**src/rtl/updown_dir_ctrl.sv**
```systemverilog
// Direction controller for an up/down counter.
// A bouncing push-button is synchronised and debounced; each accepted press
// toggles the count direction. With auto_en set, the direction also reverses
// one cycle before the counter would reach a limit, so the counter never wraps.
module updown_dir_ctrl #(
   parameter int N         = 4,
   parameter int DB_CYCLES = 16
) (
   input  logic         clk,
   input  logic         reset,
   input  logic         btn_raw,
   input  logic         auto_en,
   input  logic [N-1:0] count,
   output logic         up_down,
   output logic         dir_pulse,
   output logic         btn_db,
   output logic         press_pulse
);

   localparam int DBW = (DB_CYCLES > 1) ? $clog2(DB_CYCLES) : 1;
   localparam logic [DBW-1:0] DB_LAST = DBW'(DB_CYCLES - 1);
   localparam logic [DBW-1:0] DB_ONE  = DBW'(1);

   // The UP turn-around happens at MAX-1 (all ones except the LSB).
   localparam logic [N-1:0] CNT_TURN_UP = {{(N-1){1'b1}}, 1'b0};
   // The DOWN turn-around happens at 1.
   localparam logic [N-1:0] CNT_TURN_DN = N'(1);

   typedef enum logic {
      ST_DOWN = 1'b0,
      ST_UP   = 1'b1
   } dir_state_t;

   logic           sync1;
   logic           sync2;
   logic [DBW-1:0] db_cnt;
   dir_state_t     state;
   dir_state_t     state_nxt;

   // Two-flop synchronizer: nothing downstream ever looks at btn_raw directly.
   always_ff @(posedge clk) begin
      // NOTE: sequential state uses non-blocking assignments so every flop
      // samples the pre-edge values of its neighbours, like real hardware.
      if (!reset) begin
         sync1 <= 1'b0;
         sync2 <= 1'b0;
      end else begin
         sync1 <= btn_raw;
         sync2 <= sync1;
      end
   end

   // Debounce: accept a new level only after it has held DB_CYCLES cycles.
   always_ff @(posedge clk) begin
      if (!reset) begin
         btn_db      <= 1'b0;
         press_pulse <= 1'b0;
         db_cnt      <= '0;
      end else if (sync2 == btn_db) begin
         // Level matches the accepted one: any partial run is discarded.
         db_cnt      <= '0;
         press_pulse <= 1'b0;
      end else if (db_cnt == DB_LAST) begin
         btn_db      <= sync2;
         db_cnt      <= '0;
         press_pulse <= sync2;
      end else begin
         db_cnt      <= db_cnt + DB_ONE;
         press_pulse <= 1'b0;
      end
   end

   // Direction state register plus the change-of-direction pulse.
   always_ff @(posedge clk) begin
      if (!reset) begin
         state     <= ST_UP;
         dir_pulse <= 1'b0;
      end else begin
         state     <= state_nxt;
         dir_pulse <= (state_nxt != state);
      end
   end

   // Next-state logic: a press and an auto-reverse in the same cycle both
   // request the same single toggle, so they can never cancel each other.
   always_comb begin
      // NOTE: default first so every path assigns state_nxt and no latch
      // is inferred.
      state_nxt = state;
      unique case (state)
         ST_UP: begin
            if (press_pulse || (auto_en && (count == CNT_TURN_UP)))
               state_nxt = ST_DOWN;
         end
         ST_DOWN: begin
            if (press_pulse || (auto_en && (count == CNT_TURN_DN)))
               state_nxt = ST_UP;
         end
         default: state_nxt = ST_UP;
      endcase
   end

   assign up_down = (state == ST_UP);

endmodule

```
**config.mk**
```make
export PLATFORM = sky130hd
export DESIGN_NAME = updown_dir_ctrl
export DESIGN_NICKNAME = d
export VERILOG_FILES = /design/src/rtl/updown_dir_ctrl.sv
export SDC_FILE = /design/constraint.sdc
export NUM_CORES = 1
export LEC_CHECK = 0
export BUFFER_PORTS_ARGS = -buffer_cell sky130_fd_sc_hd__buf_4
export CAP_MARGIN = 10
export CORE_AREA = 2 2 39 41
export CTS_BUF_LIST = sky130_fd_sc_hd__clkbuf_16
export CTS_CLUSTER_SIZE = 16
export DETAILED_ROUTE_END_ITERATION = 7
export DIE_AREA = 0 0 41 43
export PLACE_DENSITY_LB_ADDON = 0.12
export SYNTH_ARGS = -nofsm -noshare
export SYNTH_HDL_FRONTEND = slang
export SYNTH_SLANG_ARGS = --single-unit
```
**constraint.sdc**
```tcl
create_clock -name clk -period 1.7 [get_ports clk]
set_clock_uncertainty 0.2 [all_clocks]
set_input_delay 0 -clock clk [delete_from_list [all_inputs] [get_ports clk]]
set_output_delay 0 -clock clk [all_outputs]
set_load 0.01 [all_outputs]
```
==> results of run 1 <==
-- metrics by stage --
stage	hold WS (ns)	std cells	power, W
floorplan	-0.0746	37	0.000253
global placement	0.0263	64	0.000270
detailed placement	0.0266	64	0.000272
CTS	0.160	72	0.000690
global route	0.189	72	0.000704
finish	0.156	72	0.000680
-- synth_stat cells --
master                      n
sky130_fd_sc_hd__a211o_1    1
sky130_fd_sc_hd__a32oi_1    1
sky130_fd_sc_hd__and2_2     2
sky130_fd_sc_hd__and3_1     1
sky130_fd_sc_hd__and3_2     1
sky130_fd_sc_hd__and4_1     1
sky130_fd_sc_hd__and4b_1    1
sky130_fd_sc_hd__dfxtp_1   10
sky130_fd_sc_hd__ha_1       1
sky130_fd_sc_hd__inv_1      2
sky130_fd_sc_hd__mux2i_1    1
sky130_fd_sc_hd__nand2_1    1
sky130_fd_sc_hd__nand2b_1   1
sky130_fd_sc_hd__nand3_1    3
sky130_fd_sc_hd__nor2_1     3
sky130_fd_sc_hd__nor2b_1    1
sky130_fd_sc_hd__nor3_1     1
sky130_fd_sc_hd__nor4b_1    1
sky130_fd_sc_hd__o31a_1     1
sky130_fd_sc_hd__xor2_1     3
-- how the worst max path moves through the flow --
| stage | startpoint | cells after the start | to |
|---|---|---|---|
| 2_1_floorplan | db_cnt[0]$_SDFF_PP0_ | 4 | btn_db$_SDFFE_PN0P_ |
| 3_3_place_gp | db_cnt[0]$_SDFF_PP0_ | 4 | btn_db$_SDFFE_PN0P_ |
| 3_5_place_dp | db_cnt[0]$_SDFF_PP0_ | 4 | btn_db$_SDFFE_PN0P_ |
| 4_1_cts | reset | 4 | sync1$_SDFF_PN0_ |
| 5_1_grt | reset | 4 | sync1$_SDFF_PN0_ |
| 6_report | reset | 4 | sync1$_SDFF_PN0_ |
-- layout by cell type, fill, tap and decap left out --
cell type	Yosys	layout
sky130_fd_sc_hd__a211o_1	1	1
sky130_fd_sc_hd__a32oi_1	1	1
sky130_fd_sc_hd__and2_2	2	2
sky130_fd_sc_hd__and3_1	1	1
sky130_fd_sc_hd__and3_2	1	1
sky130_fd_sc_hd__and4_1	1	1
sky130_fd_sc_hd__and4b_1	1	1
sky130_fd_sc_hd__buf_4	0	11
sky130_fd_sc_hd__clkbuf_16	0	3
sky130_fd_sc_hd__dfxtp_1	10	10
sky130_fd_sc_hd__dlygate4sd3_1	0	5
sky130_fd_sc_hd__ha_1	1	1
sky130_fd_sc_hd__inv_1	2	2
sky130_fd_sc_hd__mux2i_1	1	1
sky130_fd_sc_hd__nand2_1	1	1
sky130_fd_sc_hd__nand2b_1	1	1
sky130_fd_sc_hd__nand3_1	3	3
sky130_fd_sc_hd__nor2_1	3	3
sky130_fd_sc_hd__nor2b_1	1	1
sky130_fd_sc_hd__nor3_1	1	1
sky130_fd_sc_hd__nor4b_1	1	1
sky130_fd_sc_hd__o31a_1	1	1
sky130_fd_sc_hd__xor2_1	3	3
-- per-layer routing --
layer	GRT usage (%)	wire, um
met4	12.0	38
met1	10.2	316
met3	6.81	88
met5	0	0
met2	17.8	379
-- flip-flops by register name (all words and copies together) (netlist names) --
register and flops:
sync2 1, sync1 1, db_cnt 4, dir_pulse 1, press_pulse 1, btn_db 1
up_down 1
-- where the power goes --
group | switching, W | internal [W] | leakage, nW | total [W]
Sequential | 0.00000205 | 0.000239 | 0.0811 | 0.000242
Combinational | 0.0000118 | 0.0000236 | 0.178 | 0.0000354
Clock | 0.0000988 | 0.000304 | 0.0370 | 0.000403
-- final cells by class --
| type | instances | area (um2) | share of cell area (%) |
|---|---|---|---|
| Sequential cell | 10 | 200 | 32.6 |
| Multi-Input combinational cell | 25 | 179 | 29.1 |
| Timing Repair Buffer | 16 | 133 | 21.6 |
| Clock buffer | 3 | 75.1 | 12.2 |
| Tap cell | 16 | 20.0 | 3.26 |
| Inverter | 2 | 7.51 | 1.22 |
-- cells by family after synthesis --
| kind of cell | Yosys count | share of synthesized area (%) |
|---|---|---|
| buf+inv | 2 | 1.94 |
| fa+ha+maj | 1 | 3.24 |
| mux | 1 | 2.59 |
| compound gates | 3 | 6.80 |
| simple gates | 17 | 26.9 |
| xor+xnor | 3 | 6.80 |
| flops | 10 | 51.8 |
-- critical path: cells and delay by family --
kind	cells	cell delay, ns
buffers and inverters	3	1.23
AND/OR/NAND/NOR	1	0.16
-- repair_timing --
action                    4_1_cts  5_1_grt
buffers inserted                0        0
hold buffers                    5        0
hold endpoints to repair       10        0
==> flow_summary.yaml, run 1 <==
synth:
  netlist_instances: 37
  syn_area_um2: 387
  yosysTopAreaCellShare_pct: 51.8
  synth_seq_cells: 10
  synthTopCellsByArea: "sky130_fd_sc_hd__dfxtp_1 52%, sky130_fd_sc_hd__xor2_1 6.8%, sky130_fd_sc_hd__nand3_1 3.9%"
  netlist-cell-type-count: 20
  synthesis.area_per_instance_um2: 10.4
  syn_nets: 46
  yosysWarningCount: 0
  ys_seq_area_share_pct: 51.8
  synth_area_leader_cell: "sky130_fd_sc_hd__dfxtp_1"
worst_setup_path:
  worstSetupEndpointType: "flip-flop"
  slowest_stage: "sky130_fd_sc_hd__dlygate4sd3_1"
  critical_path.cell_chain: "dlygate4sd3_1, buf_4, and2_2, dlygate4sd3_1"
  reg2reg_depth: 4
  critPathMostFrequentCell: "sky130_fd_sc_hd__dlygate4sd3_1"
  timing.rr.end: "btn_db$_SDFFE_PN0P_"
  criticalPathCategory: "in2reg"
  cp_max_fo: 9
  arrival_worst_endpoint_ns: 1.40
  critical-path-max-stage-delay_ns: 0.54
  startpoint_type: "input pin"
  rr_startpoint: "db_cnt[0]$_SDFF_PP0_"
  required_time_at_the_worst_slack_endpoint_ns: 1.62
  setup_slack_of_the_worst_register_to_register_path_ns: 0.45
cells_and_area:
  number_of_antenna_diodes: 0
  postLayoutCoreUtil_pct: 44.4
  synthToLayoutAreaGrowth_pct: 58.9
  num-fill-cells: 138
  ratio_of_cells_with_drive_above_1_in_the_final_layout_pct: 30.4
  final_net_count: 67
  finish.instance_area_um2: 614
drt:
  wirelength_um: 823
  first_pass_iters: 2
  drc: 0
  ant_nets: 0
  vias_per_cell: 4.71
  num_vias: 339
  wl_per_cell_um: 11.4
  initialDrtViolationCount: 2
clock_tree:
  post_cts_resize_count: 0
  cts_tree: "built"
  cts_buffers: 3
  clk_latency_ns: 0.23
  htreeDepth: 1
  root_buffer: "sky130_fd_sc_hd__clkbuf_16"
  clk_transition_reported_paths_ns: 0.04
  maximum_buffer_depth_of_the_clock_tree: 2
  tritoncts_num_sinks: 10
placement:
  placed_cell_area_um2: 489
  globalplace.congestion: 0.626
  detailedPlacementHpwl_um: 600
  place.port_buffers: 11
  pre_cts_ws_ns: 0.464
sta:
  achievable-frequency_mhz: 672
  maxSlewHeadroom_pct: 86.2
  fin_ws_ns: 0.213
  worst_pin_slew_ns: 0.205
  timing.final.crit_period_ns: 1.49
  timing.final.setup_violations: 0
  slew_violations: 0
  timing_hold_violations_final: 0
  final_min_period_over_clock_period_pct: 87.5
  final.setup.tns_ns: 0
  setup_repair_after_global_routing_missed_its_margin: "no"
grt:
  antenna_found_initial: 0
  pin_count_of_the_biggest_net_entering_global_routing: 10
  grt_util_all_layers_pct: 12.0
  grt_pass1_vias: 334
  global_route.overflow_total: 0
  global_route_wire_length_before_repair_mm: 1.26
worst_hold_path:
  hp_start: "count[1]"
  worstHoldPathCells: 4
  hold_path.class: "in2reg"
  whs_endpoint: "dir_pulse$_SDFF_PN0_"
power:
  power-per-cell-area_nw_per_um2: 1110
  leakage_nw: 0.297
  vdd_drop_max_uv: 611
flow_run:
  maxCapViolations: 0
floorplan:
  floorplan.initialDensity_pct: 27.9
  floorplan.core_area_um2: 1380
  pin_count: 12
  fp.dieArea_um2: 1760
  placement_rows: 14
  die_extent_in_x_um: 41
  die_height_um: 43
run_status:
  run_status: "completed"
No activity file was read; power rests on OpenSTA's default activity.
==> run 2, diff against run 1 <==
Settings changed: ABC_AREA set to 1.
==> flow_summary.yaml, run 2 <==
worst_setup_path:
  timing.rr.end: "db_cnt[0]$_SDFF_PP0_"
  arrival_worst_endpoint_ns: 1.31
  required_time_at_the_worst_slack_endpoint_ns: 1.63
  rr_startpoint: "db_cnt[0]$_SDFF_PP0_"
  cp_max_fo: 3
  worstSetupEndpointType: "flip-flop"
  criticalPathCategory: "in2reg"
  startpoint_type: "input pin"
  reg2reg_depth: 4
  setup_slack_of_the_worst_register_to_register_path_ns: 0.51
power:
  internal_power_component_w: 0.000572
  p_seq_share_pct: 35.3
  leakage_nw: 0.325
  combPwrFrac_pct: 5.8
  pwr-share-clk_pct: 58.9
  swShare_pct: 16.7
  fin_total_pwr_w: 0.000687
  vdd_drop_max_uv: 740
  power-per-cell-area_nw_per_um2: 1050
  p_sw_w: 0.000115
cells_and_area:
  multi_input_area_um2: 170
  mostFrequentLayoutCell: "sky130_fd_sc_hd__nor2_1"
  largest-register: "db_cnt"
  max_ffs_per_register: 4
  synthToLayoutAreaGrowth_pct: 64.7
  final_net_count: 82
  finish.instance_area_um2: 653
  num-fill-cells: 136
  number_of_antenna_diodes: 0
  most-common-layout-cells: "12 x sky130_fd_sc_hd__nor2_1, 11 x sky130_fd_sc_hd__buf_4, 10 x sky130_fd_sc_hd__dfxtp_1"
  ratio_of_cells_with_drive_above_1_in_the_final_layout_pct: 23.6
  seqCellArea_um2: 200
drt:
  wl_per_cell_um: 8.36
  num_vias: 354
  initialDrtViolationCount: 2
  first_pass_iters: 3
  drc: 0
  wirelength_um: 736
  ant_nets: 0
  vias_per_cell: 4.02
synth:
  synthTopCellsByArea: "sky130_fd_sc_hd__dfxtp_1 50%, sky130_fd_sc_hd__nor2_1 11%, sky130_fd_sc_hd__nand2_1 7.6%"
  ys_seq_area_share_pct: 50.5
  synth_commonest_cells: "12 x sky130_fd_sc_hd__nor2_1, 10 x sky130_fd_sc_hd__dfxtp_1, 8 x sky130_fd_sc_hd__nand2_1"
  synthesis.area_per_instance_um2: 7.93
  synth_seq_cells: 10
  synth_area_leader_cell: "sky130_fd_sc_hd__dfxtp_1"
  ys_async_sr_fraction_pct: 0
  syn_area_um2: 397
  synth_flop_cell: "sky130_fd_sc_hd__dfxtp_1"
  netlist-cell-type-count: 15
  synth_enable_flop_cells: 0
  syn_nets: 59
  post-synth-top-count-cell: "sky130_fd_sc_hd__nor2_1"
  yosysWarningCount: 0
  yosysTopAreaCellShare_pct: 50.5
  netlist_instances: 50
worst_hold_path:
  hold_path.class: "in2reg"
  worstHoldPathCells: 7
  whs_endpoint: "up_down$_SDFF_PN1_"
  hp_start: "count[1]"
placement:
  place.port_buffers: 11
  globalplace.congestion: 0.734
  placed_cell_area_um2: 499
grt:
  antenna_found_initial: 0
  grt_pass1_vias: 330
  pin_count_of_the_biggest_net_entering_global_routing: 7
  grt_util_all_layers_pct: 9.67
  global_route_wire_length_before_repair_mm: 1.14
  global_route.overflow_total: 0
clock_tree:
  post-cts-setup-buffer-count: 0
  maximum_buffer_depth_of_the_clock_tree: 2
  tritoncts_num_sinks: 10
  htreeDepth: 1
  cts_tree: "built"
  root_buffer: "sky130_fd_sc_hd__clkbuf_16"
  clk_transition_reported_paths_ns: 0.04
  clk_latency_ns: 0.23
  cts_buffers: 3
sta:
  final.setup.tns_ns: 0
  timing.final.setup_violations: 0
  timing.final.crit_period_ns: 1.38
  worst_pin_slew_ns: 0.243
  setup_repair_after_global_routing_missed_its_margin: "no"
  timing_hold_violations_final: 0
  slew_violations: 0
  maxSlewHeadroom_pct: 83.8
  achievable-frequency_mhz: 724
  final_min_period_over_clock_period_pct: 81.2
floorplan:
  floorplan.initialDensity_pct: 28.7
  pin_count: 12
  floorplan.core_area_um2: 1380
  placement_rows: 14
  die_extent_in_x_um: 41
  die_height_um: 43
  fp.dieArea_um2: 1760
flow_run:
  maxCapViolations: 0
run_status:
  run_status: "completed"
[run 2: cell types whose count changed after synthesis, moves of 2 or more]
cell,before,now
sky130_fd_sc_hd__nor2_1,3,12
sky130_fd_sc_hd__nand2_1,1,8
sky130_fd_sc_hd__inv_1,2,6
sky130_fd_sc_hd__and2_2,2,0
sky130_fd_sc_hd__xor2_1,3,1
[run 2: area by class of cell]
cell class                      instances  share of cell area, %
Clock buffer                            3                   11.5
Clock inverter                          1                  0.575
Inverter                                7                   4.02
Multi-Input combinational cell         33                   26.1
Sequential cell                        10                   30.7
Tap cell                               16                   3.07
Timing Repair Buffer                   18                   24.1
[run 2: worst max-delay path: stages]
cell and delay (ns):
sky130_fd_sc_hd__dlygate4sd3_1 0.54, sky130_fd_sc_hd__buf_4 0.14, sky130_fd_sc_hd__nand2_1 0.05, sky130_fd_sc_hd__dlygate4sd3_1 0.54
sky130_fd_sc_hd__inv_1 0.03
[run 2: power by group through the flow]
stage          Clock (W)  Sequential [W]  Combinational [W]
2_1_floorplan          0        0.000246          0.0000115
5_1_grt         0.000430        0.000242          0.0000442
3_3_place_gp           0        0.000246          0.0000292
3_5_place_dp           0        0.000246          0.0000295
6_report        0.000405        0.000242          0.0000397
4_1_cts         0.000419        0.000242          0.0000396
[run 2: worst max path at each step]
stage | start | endpoint | cells after the start
after global routing | count[3] | dir_pulse$_SDFF_PN0_ | 8
after CTS | auto_en | up_down$_SDFF_PN1_ | 8
final | reset | sync1$_SDFF_PN0_ | 5
after global placement | db_cnt[0]$_SDFF_PP0_ | db_cnt[0]$_SDFF_PP0_ | 4
after detailed placement | db_cnt[0]$_SDFF_PP0_ | db_cnt[0]$_SDFF_PP0_ | 4
after floorplan | db_cnt[0]$_SDFF_PP0_ | db_cnt[0]$_SDFF_PP0_ | 4
[run 2: per-stage QoR]
step | instances | setup slack (ns) | utilization, % | hold slack [ns]
4_1_cts | 88 | 0.0747 | 46.8 | 0.218
2_1_floorplan | 50 | 0.595 | - | -0.107
3_3_place_gp | 77 | 0.544 | 36.1 | -0.0122
5_1_grt | 88 | 0.293 | 47.2 | 0.186
6_report | 88 | 0.319 | 47.2 | 0.137
3_5_place_dp | 77 | 0.514 | 36.1 | -0.00913
[run 2: cells by family after synthesis]
kind of cell    Yosys count  share of synthesized area [%]
simple gates             25                           25.6
fa+ha+maj                 1                           3.15
compound gates            5                           9.78
buf+inv                   7                           6.62
xor+xnor                  2                           4.42
flops                    10                           50.5
[run 2: timing repair]
action                     CTS  global route
hold buffers                 7             0
gates resized for setup      0             2
setup endpoints to repair    0             2
hold endpoints to repair     8             0
[run 2: routing by layer]
layer	global-route usage (%)	share of wire [%]
met3	3.14	5.3
met2	14.1	42
met4	6.00	0
met1	11.7	53
met5	0	0
